## src/rtl/cu_seq.sv

```systemverilog
// cu_seq: multi-cycle FETCH/DECODE/EXEC/MEM control unit with latched ALU flags.
// Optional CU_SEQ_STEP_EN adds dbg_step: FETCH idles until a step pulse is seen.
module cu_seq #(
  parameter int DATA_W = 4,
  parameter int PC_W = 4,
  parameter logic [PC_W-1:0] RESET_PC = '0
) (
  input  logic              clk,
  input  logic              reset,
`ifdef CU_SEQ_STEP_EN
  input  logic              dbg_step,
`endif
  output logic              imem_en,
  output logic [PC_W-1:0]   imem_addr,
  input  logic [3:0]        imem_rdata,
  output logic [3:0]        alu_op,
  output logic [DATA_W-1:0] alu_x,
  output logic [DATA_W-1:0] alu_y,
  input  logic [DATA_W-1:0] alu_out,
  input  logic              alu_z,
  input  logic              alu_n,
  output logic              mem_req,
  output logic              mem_we,
  output logic [DATA_W-1:0] mem_addr,
  output logic [DATA_W-1:0] mem_wdata,
  input  logic [DATA_W-1:0] mem_rdata,
  input  logic              mem_ack,
  output logic              retire,
  output logic [1:0]        state_o
);

  typedef enum logic [1:0] {
    FETCH  = 2'd0,
    DECODE = 2'd1,
    EXEC   = 2'd2,
    MEM    = 2'd3
  } state_t;

  localparam logic [3:0] OP_SWP = 4'b0000;
  localparam logic [3:0] OP_JMP = 4'b1001;
  localparam logic [3:0] OP_JZ  = 4'b1010;
  localparam logic [3:0] OP_JNZ = 4'b1011;
  localparam logic [3:0] OP_JN  = 4'b1100;
  localparam logic [3:0] OP_JNN = 4'b1101;
  localparam logic [3:0] OP_LD  = 4'b1110;
  localparam logic [3:0] OP_ST  = 4'b1111;

  state_t            state;
  logic [PC_W-1:0]   pc;
  logic [DATA_W-1:0] rx;
  logic [DATA_W-1:0] ry;
  logic [3:0]        ir;
  logic              zf;
  logic              nf;

  logic              go;
  logic              take;
  logic              is_swp;
  logic              is_jump;
  logic              is_mem;
  logic [PC_W-1:0]   pc_inc;
  logic [PC_W-1:0]   jtgt;

`ifdef CU_SEQ_STEP_EN
  assign go = dbg_step;
`else
  assign go = 1'b1;
`endif

  generate
    if (DATA_W >= PC_W) begin : g_trunc
      assign jtgt = rx[PC_W-1:0];
    end else begin : g_zext
      assign jtgt = {{(PC_W-DATA_W){1'b0}}, rx};
    end
  endgenerate

  assign pc_inc  = pc + PC_W'(1);
  assign is_swp  = (ir == OP_SWP);
  assign is_mem  = (ir == OP_LD) || (ir == OP_ST);
  assign is_jump = (ir >= OP_JMP) && (ir <= OP_JNN);

  assign imem_en   = (state == FETCH) && reset && go;
  assign imem_addr = pc;
  assign alu_op    = ir;
  assign alu_x     = rx;
  assign alu_y     = ry;
  assign mem_addr  = ry;
  assign mem_wdata = rx;
  assign state_o   = state;

  // Branch condition from the latched flags.
  always_comb begin
    take = 1'b0;
    case (ir)
      OP_JMP:  take = 1'b1;
      OP_JZ:   take = zf;
      OP_JNZ:  take = !zf;
      OP_JN:   take = nf;
      OP_JNN:  take = !nf;
      default: take = 1'b0;
    endcase
  end

  // Sequencer: state, architectural registers and registered strobes.
  always_ff @(posedge clk or negedge reset) begin
    if (!reset) begin
      state   <= FETCH;
      pc      <= RESET_PC;
      rx      <= '0;
      ry      <= '0;
      ir      <= '0;
      zf      <= 1'b0;
      nf      <= 1'b0;
      mem_req <= 1'b0;
      mem_we  <= 1'b0;
      retire  <= 1'b0;
    end else begin
      retire <= 1'b0;
      case (state)
        FETCH: begin
          if (go) state <= DECODE;
        end
        DECODE: begin
          ir    <= imem_rdata;
          state <= EXEC;
        end
        EXEC: begin
          unique case (1'b1)
            is_mem: begin
              state   <= MEM;
              mem_req <= 1'b1;
              mem_we  <= (ir == OP_ST);
            end
            is_swp: begin
              rx     <= ry;
              ry     <= rx;
              pc     <= pc_inc;
              retire <= 1'b1;
              state  <= FETCH;
            end
            is_jump: begin
              pc     <= take ? jtgt : pc_inc;
              retire <= 1'b1;
              state  <= FETCH;
            end
            default: begin
              rx     <= alu_out;
              zf     <= alu_z;
              nf     <= alu_n;
              pc     <= pc_inc;
              retire <= 1'b1;
              state  <= FETCH;
            end
          endcase
        end
        MEM: begin
          if (mem_ack) begin
            if (!mem_we) ry <= mem_rdata;
            mem_req <= 1'b0;
            mem_we  <= 1'b0;
            pc      <= pc_inc;
            retire  <= 1'b1;
            state   <= FETCH;
          end
        end
        default: state <= FETCH;
      endcase
    end
  end

endmodule

```

## config.mk

```make
export PLATFORM = sky130hd
export DESIGN_NAME = cu_seq
export DESIGN_NICKNAME = d
export VERILOG_FILES = /design/src/rtl/cu_seq.sv
export SDC_FILE = /design/constraint.sdc
export NUM_CORES = 1
export LEC_CHECK = 0
export ABC_AREA = 1
export BUFFER_PORTS_ARGS = -buffer_cell sky130_fd_sc_hd__buf_2
export CORE_MARGIN = 2
export CORE_UTILIZATION = 48
export DETAILED_ROUTE_END_ITERATION = 12
export PLACE_DENSITY = 0.78
export SLEW_MARGIN = 20
export SYNTH_ARGS = -nofsm -noshare
export SYNTH_HDL_FRONTEND = slang
export SYNTH_SLANG_ARGS = --single-unit
export TNS_END_PERCENT = 20
```

## constraint.sdc

```tcl
create_clock -name clk -period 1.73 [get_ports clk]
set_input_delay 0.346 -clock clk [delete_from_list [all_inputs] [get_ports clk]]
set_output_delay 0.346 -clock clk [all_outputs]
set_load 0.01 [all_outputs]
```

==> load_flow_metrics.sql <==
INSERT INTO impl_metrics (metric_group, metric, value, unit) VALUES
('outcome', 'status', 'finished, final reports clean', ''),
('global_route', 'grt_start_max_net_pins', '24', ''),
('placed_design', 'detailedPlacementHpwl', '2.045', 'mm'),
('worst_setup_path', 'critPathSlowestCell', 'sky130_fd_sc_hd__dfrtp_1', ''),
('drt', 'route.detailed.drc', '0', ''),
('floorplan', 'floorplan.die.width', '55.49', 'µm'),
('worst_setup_path', 'required', '1.38', 'ns'),
('drt', 'firstDrtPassIters', '4', ''),
('layout', 'antenna_cells', '0', ''),
('layout', 'layout-area-overhead-vs-synth', '18.78', '%'),
('yosys', 'yosys_most_used_dff', 'sky130_fd_sc_hd__dfrtp_1', ''),
('timing', 'final.setup_skew', '0.003706', 'ns'),
('yosys', 'synth_seq_area_share', '45.23', '%'),
('layout', 'final_net_count', '215', ''),
('yosys', 'post_synth.cell_area_avg', '8.317', 'µm²'),
('timing', 'setup_repair_after_global_routing_missed_its_margin', 'false', ''),
('timing', 'final-setup-viol-count', '0', ''),
('layout', 'layout_cell_share_with_drive_strength_beyond_1', '34.69', '%'),
('timing', 'max_freq', '0.6715', 'GHz'),
('yosys', 'synthesis.yosys.warnings', '0', ''),
('drt', 'detailroute.via_count', '1113', ''),
('layout', 'instances_no_fill', '226', ''),
('drt', 'route.detailed.wl_per_inst', '11.56', 'µm'),
('floorplan', 'die_h', '55.49', 'µm'),
('timing', 'maxSlewViolCount', '0', ''),
('global_route', 'grt_remaining_overflow', '0', ''),
('drt', 'final_antenna_net_count', '0', ''),
('clock_tree', 'cts_root_buffer', 'sky130_fd_sc_hd__clkbuf_4', ''),
('worst_setup_path', 'timing.critical_path.cells', 'inv_1, nand2_1, nor2_1, buf_2', ''),
('placed_design', 'port_buffers', '46', ''),
('placed_design', 'place_inst', '222', ''),
('hold_path', 'holdCritPathClass', 'primary input to async pin', ''),
('drt', 'drt_iter0_markers', '31', ''),
('clock_tree', 'clock-sinks', '23', ''),
('timing', 'hold_violations', '0', ''),
('clock_tree', 'worst_skew_pair.late_latency', '0.30', 'ns'),
('placed_design', 'gp_congestion', '0.7842', ''),
('clock_tree', 'post-cts-setup-buffer-count', '0', ''),
('timing', 'final.setup.tns', '0', 'ns'),
('power_and_ir_drop', 'power.density', '1881', 'nW/µm²'),
('floorplan', 'design.portCount', '47', ''),
('layout', 'area.sequential', '575.6', 'µm²'),
('worst_setup_path', 'worstSetupPathType', 'flip-flop to output pin', ''),
('timing', 'final_period_minus_worst_setup_slack', '1.489', 'ns'),
('yosys', 'syn_inst', '153', ''),
('worst_setup_path', 'largest_stage_delay_worst_path', '0.45', 'ns'),
('layout', 'filler_cell_count', '220', ''),
('layout', 'multi_input_comb_area', '540.5', 'µm²'),
('clock_tree', 'register_clock_pin_slew_on_the_reported_worst_setup_and_hold_paths', '0.13', 'ns'),
('floorplan', 'core.rowCount', '18', ''),
('yosys', 'synth_area', '1272', 'µm²'),
('clock_tree', 'tritoncts', 'yes', ''),
('clock_tree', 'cts_resized', '0', ''),
('timing', 'slew_headroom', '78.58', '%'),
('worst_setup_path', 'critical_path.max_fanout', '4', ''),
('timing', 'worst_pin_slew', '0.3200', 'ns'),
('worst_setup_path', 'worstSetupEndpointType', 'output pin', ''),
('global_route', 'vias_in_the_first_global_route', '1050', ''),
('global_route', 'grt_first_pass_wirelength', '4.581', 'mm'),
('clock_tree', 'bufs_on_longest_clock_path', '2', ''),
('drt', 'routed_wl', '2.612', 'mm'),
('worst_setup_path', 'worstPathArrival', '1.14', 'ns'),
('flow_run', 'cap_viol_max_count', '0', ''),
('power_and_ir_drop', 'peakVddDrop', '0.001119', 'V'),
('floorplan', 'initial_core_util', '50.90', '%'),
('power_and_ir_drop', 'fin_total_pwr', '0.002842', 'W'),
('timing', 'min_period_over_period', '86.08', '%'),
('yosys', 'post_synth_num_cell_types', '27', ''),
('timing', 'worst_hold_slack', '0.04420', 'ns'),
('worst_setup_path', 'critPathLaunchType', 'flip-flop', ''),
('power_and_ir_drop', 'leakagePower', '0.8521', 'nW'),
('clock_tree', 'cts.hold.buffers_added', '0', ''),
('floorplan', 'design.core.area', '2500', 'µm²'),
('yosys', 'synth_enable_flop_cells', '0', ''),
('clock_tree', 'tritoncts.num_buffers', '3', ''),
('floorplan', 'die_area', '3079', 'µm²'),
('global_route', 'grt_antenna_before_repair', '0', ''),
('drt', 'via_per_inst', '4.925', ''),
('yosys', 'ys_async_sr_fraction', '100.0', '%'),
('global_route', 'combined_global_route_utilization_of_all_metal_layers', '18.10', '%'),
('clock_tree', 'ctsHtreeMaxLevel', '1', ''),
('yosys', 'synth.ff_latch_count', '23', ''),
('yosys', 'mappedNetlistNets', '171', '');
metrics by stage:
step / cell area [µm²] / util [%] / worst slack (ns)
CTS: 1511 / 60.46 / 0.2277
finish: 1511 / 60.46 / 0.2408
detailed placement: 1484 / 59.36 / 0.3141
floorplan: 1272 / - / 0.4440
global placement: 1484 / 59.36 / 0.3891
global route: 1511 / 60.46 / 0.1351
placed cells by master (no fill, tap or decap), drive strengths merged:
| master | netlist | layout |
|---|---|---|
| o21bai | 1 | 1 |
| nor2 | 11 | 11 |
| xnor2 | 1 | 1 |
| ha | 1 | 1 |
| o22ai | 1 | 1 |
| clkbuf | 0 | 3 |
| xor2 | 2 | 2 |
| clkinv | 0 | 1 |
| nand2 | 43 | 43 |
| mux2 | 1 | 1 |
| buf | 9 | 48 |
| inv | 22 | 22 |
| dfrtp | 23 | 23 |
| nor3b | 1 | 1 |
| o21ai | 11 | 11 |
| a21oi | 4 | 4 |
| o211ai | 4 | 4 |
| o221ai | 1 | 1 |
| nand3 | 17 | 17 |
cell usage after synthesis, types with 2 or more instances:
library cell	instances	area, µm²
sky130_fd_sc_hd__a21oi_1	3	15.01
sky130_fd_sc_hd__buf_4	8	60.06
sky130_fd_sc_hd__dfrtp_1	23	575.6
sky130_fd_sc_hd__inv_1	19	71.32
sky130_fd_sc_hd__inv_2	2	7.510
sky130_fd_sc_hd__nand2_1	39	146.4
sky130_fd_sc_hd__nand2_2	2	12.51
sky130_fd_sc_hd__nand2_4	2	22.52
sky130_fd_sc_hd__nand3_1	16	80.08
sky130_fd_sc_hd__nor2_1	9	33.78
sky130_fd_sc_hd__nor2_2	2	12.51
sky130_fd_sc_hd__o211ai_1	4	30.03
sky130_fd_sc_hd__o21ai_0	9	45.04
sky130_fd_sc_hd__xor2_1	2	17.52
layer usage:
layer / vias to the layer above / global-route usage [%] / wire (µm)
met3: 0 / 2.342 / 137
met5: - / 0 / 0
met1: 504 / 25.00 / 1221
met2: 41 / 30.78 / 1253
met4: 0 / 3.136 / 0
li1: 568 / - / -
registers in the layout, indices dropped and copies added (netlist names):
name and count:
alu_op 4, alu_x 4, alu_y 4, imem_addr 4, state_o 2, mem_req 1
mem_we 1, nf 1, retire 1, zf 1
worst max-delay path, delay by kind of cell (launching register included):
| kind | cells | cell delay, ns |
|---|---|---|
| buf+inv | 2 | 0.23 |
| flops | 1 | 0.45 |
| simple gates | 2 | 0.16 |
final timing paths:
| path | from | to | slack [ns] | cells past startpoint |
|---|---|---|---|---|
| setup / recovery | state_o[0] | imem_en | 0.24 | 4 |
| hold / removal | reset | alu_y[0] | 0.04 | 2 |
| setup reg to reg | state_o[0] | alu_x[3] | 0.28 | 6 |
| hold reg to reg | mem_req | mem_req | 0.50 | 2 |
| max in group asynchronous | reset | state_o[1] | 1.46 | 2 |
| min in group clk | imem_rdata[1] | alu_op[1] | 0.27 | 2 |
layout make-up:
type                       count  share of cell area, %
sequential                    23                  38.08
multi-input combinational     99                  35.76
timing repair buffer          48                  16.23
inverter                      22                  5.629
tap                           30                  2.483
clock buffer                   3                  1.490
clock inverter                 1                 0.3311
kinds of logic (layout without fill, tap and decap cells):
family                     Yosys count  in the layout  share of synthesized area [%]
buffers and inverters               31             74                          12.29
AOI/OAI and AO/OA                   22             22                          12.59
muxes                                1              1                         0.8849
and+or+nand+nor                     72             72                          25.96
xor gates and xnor gates             3              3                          2.065
adders and majority gates            1              1                         0.9831
DFF                                 23             23                          45.23
where the power goes:
group	switching [W]	internal, W	leakage, nW
Combinational	0.000938	0.000621	0.553
Sequential	0.000242	0.000796	0.281
Clock	0.000159	0.0000862	0.0177
Total	0.00134	0.00150	0.852
No activity file was read; power rests on OpenSTA's default activity.
